[src/rtl/fnd_pkg.sv]
// Shared constants and scan-state encoding for the FND scan controller.
package fnd_pkg;

    localparam int unsigned MAX_DIGITS = 8;

    localparam logic [6:0]            SEG_OFF = 7'h7F;
    localparam logic [MAX_DIGITS-1:0] COM_OFF = '1;

    typedef enum logic {
        BLANK = 1'b0,
        SHOW  = 1'b1
    } scan_state_e;

endpackage

[src/rtl/fnd_enc.sv]
// Hex nibble to active-low 7-segment pattern {g,f,e,d,c,b,a}.
module fnd_enc (
    input  logic [3:0] din,
    output logic [6:0] dout
);

    always_comb begin
        case (din)
            4'h0:    dout = 7'h40;
            4'h1:    dout = 7'h79;
            4'h2:    dout = 7'h24;
            4'h3:    dout = 7'h30;
            4'h4:    dout = 7'h19;
            4'h5:    dout = 7'h12;
            4'h6:    dout = 7'h02;
            4'h7:    dout = 7'h58;
            4'h8:    dout = 7'h00;
            4'h9:    dout = 7'h10;
            4'hA:    dout = 7'h08;
            4'hB:    dout = 7'h03;
            4'hC:    dout = 7'h46;
            4'hD:    dout = 7'h21;
            4'hE:    dout = 7'h06;
            default: dout = 7'h0E;
        endcase
    end

endmodule

[src/rtl/fnd_scan_ctrl.sv]
// Multiplexed FND scan controller: shared encoder, frame-boundary double
// buffering, per-slot blanking guard and leading-zero suppression.
module fnd_scan_ctrl
    import fnd_pkg::*;
#(
    parameter int unsigned N_DIGITS  = 4,
    parameter int unsigned CLK_DIV   = 50000,
    parameter int unsigned BLANK_CYC = 500
) (
    input  logic                  clk,
    input  logic                  rst_n,
    input  logic                  en,
    input  logic                  load,
    input  logic [4*N_DIGITS-1:0] value,
    input  logic [N_DIGITS-1:0]   blank_mask,
    input  logic                  lz_en,
    output logic [6:0]            seg,
    output logic [N_DIGITS-1:0]   com,
    output logic                  frame_done
);

    localparam int unsigned DIV_W = $clog2(CLK_DIV);
    localparam int unsigned IDX_W = $clog2(N_DIGITS);
    localparam int unsigned VAL_W = 4 * N_DIGITS;

    localparam logic [DIV_W-1:0] DIV_LAST = DIV_W'(CLK_DIV - 1);
    localparam logic [IDX_W-1:0] IDX_LAST = IDX_W'(N_DIGITS - 1);
    // State that belongs to div_cnt = 0; SHOW only when no blanking guard exists.
    localparam scan_state_e SLOT0_STATE = (BLANK_CYC == 0) ? SHOW : BLANK;

    scan_state_e          state_q, state_d;
    logic [DIV_W-1:0]     div_cnt, div_nxt;
    logic [IDX_W-1:0]     idx, idx_nxt;
    logic [VAL_W-1:0]     pending, shadow;
    logic                 pend_valid;

    logic                 fd_c;
    logic [6:0]           seg_c, enc_out;
    logic [N_DIGITS-1:0]  com_c;
    logic [3:0]           nib [N_DIGITS];
    logic [N_DIGITS-1:0]  lz_zero;
    logic                 zrun;
    logic                 dark;

    // State register and slot counters
    always_ff @(posedge clk or negedge rst_n) begin
        if (!rst_n) begin
            state_q <= SLOT0_STATE;
            div_cnt <= '0;
            idx     <= '0;
        end else begin
            state_q <= state_d;
            div_cnt <= div_nxt;
            idx     <= idx_nxt;
        end
    end

    // Next-state: slot counting, frame wrap, blank/show phase
    always_comb begin
        state_d = state_q;
        div_nxt = div_cnt;
        idx_nxt = idx;
        fd_c    = 1'b0;
        if (!en) begin
            div_nxt = '0;
            idx_nxt = '0;
            state_d = SLOT0_STATE;
        end else begin
            if (div_cnt == DIV_LAST) begin
                div_nxt = '0;
                if (idx == IDX_LAST) begin
                    idx_nxt = '0;
                    fd_c    = 1'b1;
                end else begin
                    idx_nxt = idx + IDX_W'(1);
                end
            end else begin
                div_nxt = div_cnt + DIV_W'(1);
            end
            state_d = (32'(div_nxt) < BLANK_CYC) ? BLANK : SHOW;
        end
    end

    // Display buffers: a load on the wrap cycle bypasses pending
    always_ff @(posedge clk or negedge rst_n) begin
        if (!rst_n) begin
            pending    <= '0;
            pend_valid <= 1'b0;
            shadow     <= '0;
        end else begin
            if (load) begin
                pending <= value;
            end
            if (fd_c) begin
                if (load) begin
                    shadow <= value;
                end else if (pend_valid) begin
                    shadow <= pending;
                end
                pend_valid <= 1'b0;
            end else if (load) begin
                pend_valid <= 1'b1;
            end
        end
    end

    // Nibble split and leading-zero run from the most significant digit down
    always_comb begin
        zrun    = 1'b1;
        lz_zero = '0;
        for (int k = 0; k < int'(N_DIGITS); k++) begin
            nib[k] = shadow[4*k +: 4];
        end
        for (int k = int'(N_DIGITS) - 1; k >= 0; k--) begin
            zrun       = zrun & (nib[k] == 4'h0);
            lz_zero[k] = zrun;
        end
    end

    assign dark = blank_mask[idx] | (lz_en & (idx != '0) & lz_zero[idx]);

    fnd_enc u_enc (
        .din  (nib[idx]),
        .dout (enc_out)
    );

    always_comb begin
        seg_c = SEG_OFF;
        com_c = COM_OFF[N_DIGITS-1:0];
        if (en && (state_q == SHOW) && !dark) begin
            seg_c      = enc_out;
            com_c[idx] = 1'b0;
        end
    end

    // Registered pin drivers
    always_ff @(posedge clk or negedge rst_n) begin
        if (!rst_n) begin
            seg        <= SEG_OFF;
            com        <= COM_OFF[N_DIGITS-1:0];
            frame_done <= 1'b0;
        end else begin
            seg        <= seg_c;
            com        <= com_c;
            frame_done <= fd_c;
        end
    end

endmodule

[config.mk]
export PLATFORM = sky130hd
export DESIGN_NAME = fnd_scan_ctrl
export DESIGN_NICKNAME = d
export VERILOG_FILES = /design/src/rtl/fnd_pkg.sv /design/src/rtl/fnd_enc.sv /design/src/rtl/fnd_scan_ctrl.sv
export SDC_FILE = /design/constraint.sdc
export NUM_CORES = 1
export LEC_CHECK = 0
export BUFFER_PORTS_ARGS = -buffer_cell sky130_fd_sc_hd__buf_4
export CORE_MARGIN = 2
export CORE_UTILIZATION = 54
export CTS_BUF_LIST = sky130_fd_sc_hd__clkbuf_2 sky130_fd_sc_hd__clkbuf_4 sky130_fd_sc_hd__clkbuf_8
export CTS_CLUSTER_DIAMETER = 30
export DETAILED_ROUTE_END_ITERATION = 10
export GPL_ROUTABILITY_DRIVEN = 0
export HOLD_SLACK_MARGIN = 0.12
export PLACE_DENSITY = 0.77
export SYNTH_ARGS = -nofsm -noshare
export SYNTH_HDL_FRONTEND = slang
export SYNTH_SLANG_ARGS = --single-unit
[constraint.sdc]
create_clock -name clk -period 2.39 [get_ports clk]
set_clock_uncertainty 0.1 [all_clocks]
set_input_delay 0.1195 -clock clk [delete_from_list [all_inputs] [get_ports clk]]
set_output_delay 0.1195 -clock clk [all_outputs]
set_load 0.005 [all_outputs]
Word level (Yosys, flattened, before mapping) --
Memory sizes are Yosys's and may differ from the RTL's. Cells that the tools add are included.
Cells by class: add/subtract/negate cells 2, multipliers 0, div/mod/pow operators 0, $lt $le $gt $ge 4, equal/unequal tests 3, shift-type cells 0, muxes and demuxes 26, bitwise logic cells 8, reduce and logical (&&, ||, !) cells 12
Operators with widths (count):
- 16-bit two-way mux | 5
- 16-bit by 1-bit adder with 16-bit output, second input constant | 1
- 16-bit equality test, second input constant | 1
- 4-bit zero test | 4
- 16-bit by 9-bit less-than comparator with 1-bit output, second input constant | 1
- 4-bit two-way mux | 3
- 1-bit two-way mux | 10
- 4-bit binary-select mux with 2-bit select | 1
- 7-bit two-way mux | 1
- 2-bit two-way mux | 3
- 2-bit nonzero test | 3
- 1-bit bitwise AND | 5
- 1-bit binary-select mux with 2-bit select | 2
- 4-bit NOT | 1
- 3-bit >= comparator, second input constant | 1
- 1-bit logical AND | 3
- 2-bit by 3-bit less-than comparator with 1-bit output, second input constant | 1
- 2-bit NOT with 3-bit output | 1
- 2-bit by 1-bit adder with 2-bit output, second input constant | 1
- 1-bit demux with 2-bit select | 1
- 2-bit equality test, second input constant | 1
- 2-bit by 1-bit >= comparator with 1-bit output, second input constant | 1
- 2-bit by 1-bit != test with 1-bit output, second input constant | 1
- 2-bit AND reduction | 1
- other kinds (2) | 2
Word-level totals: register bits 64, latch bits 0, memory bits (writable) 0, memory bits (read-only) 112, word-level logic and storage cells 65, memories kept 1
Memory list:
- (no name shown) | depth 16, width 7, rd ports 1, clocked after Yosys merged registers in 0, wr ports 0, line fnd_enc.sv:8 | case (din)

Logic depth before layout (Yosys ltp) --
Gate-level depths: netlist of run 1.
word-level depth 11, gate-level depth with buffers 9, depth with buffers taken out 7

Cells and area by module --
A second synthesis of run 1 with hierarchy kept.
Unflattened totals: cells, all modules 273, area, all modules 3318.2 sq um
By module, submodules not included:
- fnd_scan_ctrl | times used 1, cells each 238, area an instance 3059.2 sq um
- fnd_enc | times used 1, cells each 35, area an instance 259.0 sq um

Worst setup path before layout of run 1 --
Ideal clock, no wire load.
path type register -> register, from reg div_cnt[0], to reg shadow[10], data arrival time 1.987 ns, data required time 2.165 ns, path slack 0.178 ns, cell stages (with the launch flop) 10, path buffers 2, period minus slack after synthesis 2.212 ns, cell sequence dfrtp_1 -> ha_1 -> and2_1 -> nand3b_2 -> nor2_4 -> and3_4 -> nor2b_4 -> buf_6 -> buf_12 -> mux2_4
On the way: cells in the longest elaborated chain, start to end 4
Ends and longest elaborated chain:
- start: declaration | line fnd_scan_ctrl.sv:32 | logic [DIV_W-1:0] div_cnt, div_nxt;
- start signal: assignment | line fnd_scan_ctrl.sv:53 | div_cnt <= div_nxt;
- 16-bit equality test | line fnd_scan_ctrl.sv:69 | if (div_cnt == DIV_LAST) begin
- 1-bit two-way mux | line fnd_scan_ctrl.sv:69
- 1-bit two-way mux | line fnd_scan_ctrl.sv:64 | if (!en) begin
- named net fd_c | line fnd_scan_ctrl.sv:37 | logic fd_c;
- 2-bit AND reduction (no source line)
- end signal: assignment | line fnd_scan_ctrl.sv:96 | shadow <= value;
- end signal: assignment | line fnd_scan_ctrl.sv:98 | shadow <= pending;
- end: declaration | line fnd_scan_ctrl.sv:34 | logic [VAL_W-1:0] pending, shadow;
The timed path passes the listed nets, and every way through them passes these cells. A chain may end at the register's enable or synchronous reset.

Worst setup path in the final report of run 1 --
from reg div_cnt[0], to reg shadow[1]
The elaborated chain is that of the path after synthesis.

==> metrics, run 1 <==
hold path cells=2; Max Cap Viol=0; worst slack, placed=~100 ps; IO Pins=37; compound-gate portion of the synthesized area=about 6%; Async S/R FF share, synth=100%; reg2reg start=div_cnt[0]$_DFF_PN0_; post-synth top area share=slightly above 40%; Avg Cell Area, Syn=12.2 µm²; fin worst setup slack=roughly 140 ps; core area=~5800 µm²; Bufs on Longest Clock Path=2; Clock Sink Count=64; ranking of synthesized cells by area=dfrtp_1 (41%), dfstp_2 (9.0%), mux2_2 (8.4%), mux2_4 (4.7%), ha_1 (4.3%); Pleak=approximately 1.7 nW; CP Cell Sequence=ha_1 -> and2_2 -> nand3b_2 -> nor2_4 -> and3_4 -> nor2b_4 -> buf_12 -> mux2_2; Via density=5.41; CP top delay family=simple AND/OR/NAND/NOR gates; count of final max-slew check failures=0; most frequent cells in the layout=dfrtp_1 (53), buf_4 (44), mux2_2 (24); final std cells w/o fill=405; status=complete, no violations; CTS clk-pin slew, worst paths=70 ps; Synth-to-Final Area Change=24.8%; CP Class=flop to flop; Post-DRT Antenna Nets=0; Die H=81.1 µm; initial drt markers=96; worst-margin pin slew=785 ps; DR vias=roughly 2200; number of distinct library cells after synthesis=54; Post-Syn Area=between 3000 and 4000 µm²; EDFF count, synth=0; fillcell total=about 430; FP Rows=28; Post-synth top flop=dfrtp_1; Finished Cell Area=around 4000 µm²; GRT Overall Usage=around 22%; Synth Area in XOR/XNOR=under 10%; Buf/Inv on CP=1; share of layout cells above drive strength 1=a little under two fifths; reg2reg path depth=8; crit start category=flop; Synth Area in Adders=4.29%; Worst EP required=2520 ps; Post-Place Cells=370; Tcrit/Tclk final=about 94%; final hold vios=0; fin util=68.9%; DP HPWL=between 4000 and 5000 µm; final setup TNS=0 ps; CTS tree=built; WP data arrival=roughly 2400 ps; max incr delay on CP=a little over 400 ps; peak fanout along the critical path=16; combinational family with the most area after synthesis=multiplexers; final setup fails=0; P per Cell Area=around 580 nW/µm²; Yosys top cell by area=dfrtp_1; Clock Root Buffer=clkbuf_8; Synth Net Count=~300; Syn Inst Count=between 200 and 300; first-pass GRT wire length=about 11000 µm; CTS buffer count=9; Setup crit end kind=flop; commonest non-fill, non-tap cell in the layout=dfrtp_1; fin crit period=around 2300 ps; GRT Residual Overflow=0; Area after DPL=~3600 µm²; R2R Path End=shadow[1]$_DFFE_PN0P_; maximum vdd ir drop=roughly 380 µV; largest net degree at the start of global routing=65; Initial DRT Pass Iterations=4; Die Wd=just over 80 µm; PnR Total Power=approximately 2.3 mW; Rel. slew slack=a little under half; fin nets=roughly 360; post-synthesis mux area share=17.3%; simple logic cell fraction of the synthesized area=14.9%; die area=6580 µm²; vias in the first global route=2269; aggregate routed wire length=approximately 6400 µm; Hold WS=around 140 ps; H-tree lvl count=3; Hold WC Path Type=input port to flop; initial antenna violation count=0; FF+latch count, synth=64; Worst Hold End=pending[0]$_DFFE_PN0P_; Hold Startpoint=load; Antenna Cells=0; Max Freq=between 400 and 500 MHz; r2r setup slk=140 ps; wire per inst=~16 µm; Residual DRC=0; Starting Density=between 50% and 60%; sequential-to-total area share from yosys stat=approximately half; Port Buffers=36; yosys warns=0; slowest CP cell=dfrtp_1; clk_lat worst skew=340 ps
## worst max-delay path by stage
stage,startpoint,end,slack (ps),cells after the start
4_1_cts,div_cnt[0]$_DFF_PN0_,shadow[1]$_DFFE_PN0P_,90,8
3_5_place_dp,div_cnt[0]$_DFF_PN0_,shadow[4]$_DFFE_PN0P_,100,8
2_1_floorplan,div_cnt[0]$_DFF_PN0_,shadow[10]$_DFFE_PN0P_,180,9
6_report,div_cnt[0]$_DFF_PN0_,shadow[1]$_DFFE_PN0P_,140,8
3_3_place_gp,div_cnt[0]$_DFF_PN0_,shadow[2]$_DFFE_PN0P_,200,8
5_1_grt,div_cnt[0]$_DFF_PN0_,shadow[1]$_DFFE_PN0P_,-20,8
## logic make-up after synthesis
logic type                 Yosys count
buffers and inverters               22
adders and majority gates           11
xor gates and xnor gates            14
AOI/OAI and AO/OA                   28
muxes                               40
and+or+nand+nor                     84
DFF                                 64
## flip-flops by register name (all words and copies together) (netlist names)
name	flops
shadow	16
frame_done	1
state_q	1
pending	16
div_cnt	16
com	4
pend_valid	1
idx	2
seg	7
## synthesized netlist by cell type (2+ instances only)
| master | n |
|---|---|
| nand4_1 | 3 |
| o211ai_1 | 3 |
| nand2_1 | 18 |
| nor3_1 | 7 |
| ha_1 | 11 |
| inv_1 | 10 |
| mux2_4 | 10 |
| clkbuf_1 | 4 |
| and4bb_1 | 2 |
| xnor2_1 | 4 |
| nor4_1 | 4 |
| a21oi_1 | 7 |
| buf_2 | 4 |
| mux4_2 | 6 |
| dfstp_2 | 11 |
| and2_1 | 6 |
| nor2_1 | 19 |
| dfrtp_1 | 53 |
| nand3_1 | 8 |
| xor2_1 | 10 |
| nor2b_1 | 3 |
| mux2_2 | 24 |
| o21ai_0 | 4 |
| a32oi_1 | 2 |
## where the power goes
group	leakage, nW	internal (mW)	switching [mW]	total (mW)
Combinational	0.813	0.0774	0.0634	0.141
Clock	0.109	0.625	0.421	1.05
Sequential	0.812	1.11	0.0115	1.13
Total	1.73	1.82	0.496	2.31
## area by class of cell
cell class / count / area [µm²] / area share [%]
Tap cell: 75 / 93.8 / 2.34
Clock inverter: 5 / 80.1 / 2.00
Multi-Input combinational cell: 177 / 1510 / 37.6
Sequential cell: 64 / 1620 / 40.3
Inverter: 10 / 37.5 / 0.937
Timing Repair Buffer: 63 / 531 / 13.2
Clock buffer: 11 / 145 / 3.62
## worst reg2reg max path, cell delays in order, from the launching register on
cell and delay [ps]:
dfrtp_1 410, ha_1 240, and2_2 240, nand3b_2 120, nor2_4 150, and3_4 200
nor2b_4 150, buf_12 170, mux2_2 360
## per-layer routing
metal	vias to the layer above	track usage, %	part of all wire [%]
li1	1054	-	-
met1	1079	28.7	45
met2	41	36.1	49
met3	17	4.78	2.9
met4	0	11.2	3.1
met5	-	0	0
## what timing repair did
action / CTS / global route
gates resized for setup: 0 / 5
buffers inserted: 0 / 1
hold buffers: 18 / 0
hold endpoints to repair: 96 / 0
endpoints found under the setup margin: 0 / 8
(Power assumes the default switching activity.)
==> run 2: changes to the inputs <==
- ABC_AREA: default -> 1
- CORE_UTILIZATION: 54 -> 55
- PLACE_DENSITY: 0.77 -> 0.78
==> metrics, run 2 <==
Antenna Cells=0; CTS buffer count=9; core area=roughly 6000 µm²; DP HPWL=between 5000 and 6000 µm; P per Cell Area=542 nW/µm²; die area=between 6000 and 7000 µm²; Starting Density=a little under three fifths; Bufs on Longest Clock Path=2; initial antenna violation count=0; Synth-to-Final Area Change=26.4%; Setup crit end kind=flop; commonest non-fill, non-tap cell in the layout=nand2_1; Synth Net Count=464; worst slack, placed=about 230 ps; status=complete, no violations; Syn Inst Count=approximately 430; most frequent cells in the layout=nand2_1 (150), dfrtp_1 (52), nor2_1 (50); yosys warns=0; Max Freq=483 MHz; post-synth top area share=about 40%; crit start category=flop; Hold WC Path Type=input port to flop; GRT Residual Overflow=0; largest net degree at the start of global routing=65; vias in the first global route=a little under 3000; Synth Area in Adders=4.09%; CTS tree=built; Async S/R FF share, synth=100%; compound-gate portion of the synthesized area=about 8.4%; GR Layer Usage met1=around 29%; top flop regs=div_cnt (16), pending (16), shadow (16); count of final max-slew check failures=0; WP data arrival=2240 ps; PnR Total Power=between 2 and 2.5 mW; aggregate routed wire length=roughly 7400 µm; worst-margin pin slew=794 ps; wire per inst=around 13 µm; first-pass GRT wire length=between 10000 and 15000 µm; Die H=slightly above 80 µm; Avg Cell Area, Syn=roughly 7.9 µm²; Port Buffers=36; Via density=about 5.1; Post-Syn Area=3360 µm²; peak fanout along the critical path=16; Yosys top cell by area=dfrtp_1; Rel. slew slack=between 40% and 50%; RSZ-0062 raised after global routing=false; global route hottest layer=met2; Tcrit/Tclk final=86.6%; Post-synth top flop=dfrtp_1; CP Class=flop to flop; Residual DRC=0; clk_lat worst skew=around 340 ps; Area after DPL=~3700 µm²; Hold WS=approximately 240 ps; EDFF count, synth=0; FF+latch count, synth=64; number of distinct library cells after synthesis=33; CTS clk-pin slew, worst paths=~70 ps; share of layout cells above drive strength 1=18.9%; Finished Cell Area=roughly 4300 µm²; Die Wd=a little over 80 µm; count leader, synth=nand2_1; reg2reg start=idx[0]$_DFFE_PN0P_; Post CTS Setup Buffer Count=0; maximum vdd ir drop=~440 µV; ranking of synthesized cells by area=dfrtp_1 (39%), nand2_1 (17%), dfstp_2 (8.6%), nor2_1 (5.6%), inv_1 (4.7%); H-tree lvl count=3; final setup fails=0; combinational family with the most area after synthesis=simple AND/OR/NAND/NOR gates; CP Launch Point=idx[0]$_DFFE_PN0P_; Post-DRT Antenna Nets=0; post-synthesis mux area share=0%; Hold Startpoint=lz_en; Clock Root Buffer=clkbuf_8; Clock Sink Count=64; IO Pins=37; Initial DRT Pass Iterations=6; fin worst setup slack=around 320 ps; fin crit period=2070 ps; simple logic cell fraction of the synthesized area=between 30% and 40%; Pleak=around 2.1 nW; Synth Area in XOR/XNOR=1.30%; final setup TNS=0 ps; initial drt markers=between 200 and 250; sequential-to-total area share from yosys stat=around 48%; fillcell total=448; GRT Overall Usage=roughly a quarter; DR vias=2999; Post-synth top cells=nand2_1 (150), dfrtp_1 (53), nor2_1 (50), inv_1 (42), nand3_1 (26); final hold vios=0; Max Cap Viol=0; GR Util met2=a little over two fifths; fin nets=540; FP Rows=28; global routing usage on met3=around 3.9%; Worst EP required=between 2000 and 3000 ps
run 2: cell types whose count changed after synthesis, moves of 4 or more:
cell,change
nand2_1,+132
inv_1,+32
nor2_1,+31
mux2_2,-24
nand3_1,+18
o21ai_2,+17
mux2_4,-10
o21ai_1,+8
inv_2,+7
xor2_1,-7
and2_1,-6
mux4_2,-6
nor3_1,-4
run 2: final cells by class:
type	instances	area, µm²	share of cell area, %
clock buffer	13	166	3.91
timing repair buffer	75	651	15.3
inverter	52	195	4.59
clock inverter	3	40.0	0.941
multi-input combinational	302	1490	35.0
sequential	64	1620	38.0
tap	75	93.8	2.21
run 2: what timing repair did:
action / in CTS / in global routing
gates resized for setup: 0 / 1
hold endpoints to repair: 89 / 0
endpoints found under the setup margin: 0 / 1
hold buffers: 35 / 0
run 2: logic make-up after synthesis:
logic type / after synthesis
flops: 64
simple gates: 245
xor+xnor: 5
fa+ha+maj: 11
compound gates: 41
buf+inv: 62
run 2: final timing paths:
path | to | depth (start not counted) | slack, ps
min in group asynchronous | pending[7]$_DFFE_PN0P_ | 2 | 310
worst min register to register | pending[3]$_DFFE_PN0P_ | 2 | 370
worst max register to register | seg[0]$_DFF_PN1_ | 9 | 320
max in group asynchronous | idx[0]$_DFFE_PN0P_ | 2 | 1330
worst max-delay path | seg[0]$_DFF_PN1_ | 9 | 320
worst min-delay path | seg[3]$_DFF_PN1_ | 5 | 240
run 2: metrics by stage:
step	util, %	cells
2_1_floorplan	-	428
3_3_place_gp	62.4	533
3_5_place_dp	62.4	533
4_1_cts	71.8	584
5_1_grt	71.8	584
6_report	71.8	584
run 2: per-layer routing:
layer / up-vias / wire length [µm] / share of wire (%)
li1: 1503 / - / -
met1: 1392 / 3190 / 43
met2: 81 / 3760 / 51
met3: 23 / 244 / 3.3
met4: 0 / 192 / 2.6
met5: - / 0 / 0
run 2: critical path, stage by stage (launching register included):
cell and delay [ps]:
dfrtp_2 510, inv_2 220, nand2_1 80, a32oi_1 260, inv_1 140, ha_1 260
nor3_1 250, a31oi_1 60, nand2_1 70, nand2_1 50
run 2: power breakdown:
part	internal (mW)	switching, mW	total [mW]
Clock	0.559	0.399	0.958
Combinational	0.0995	0.111	0.211
Sequential	1.12	0.0178	1.14
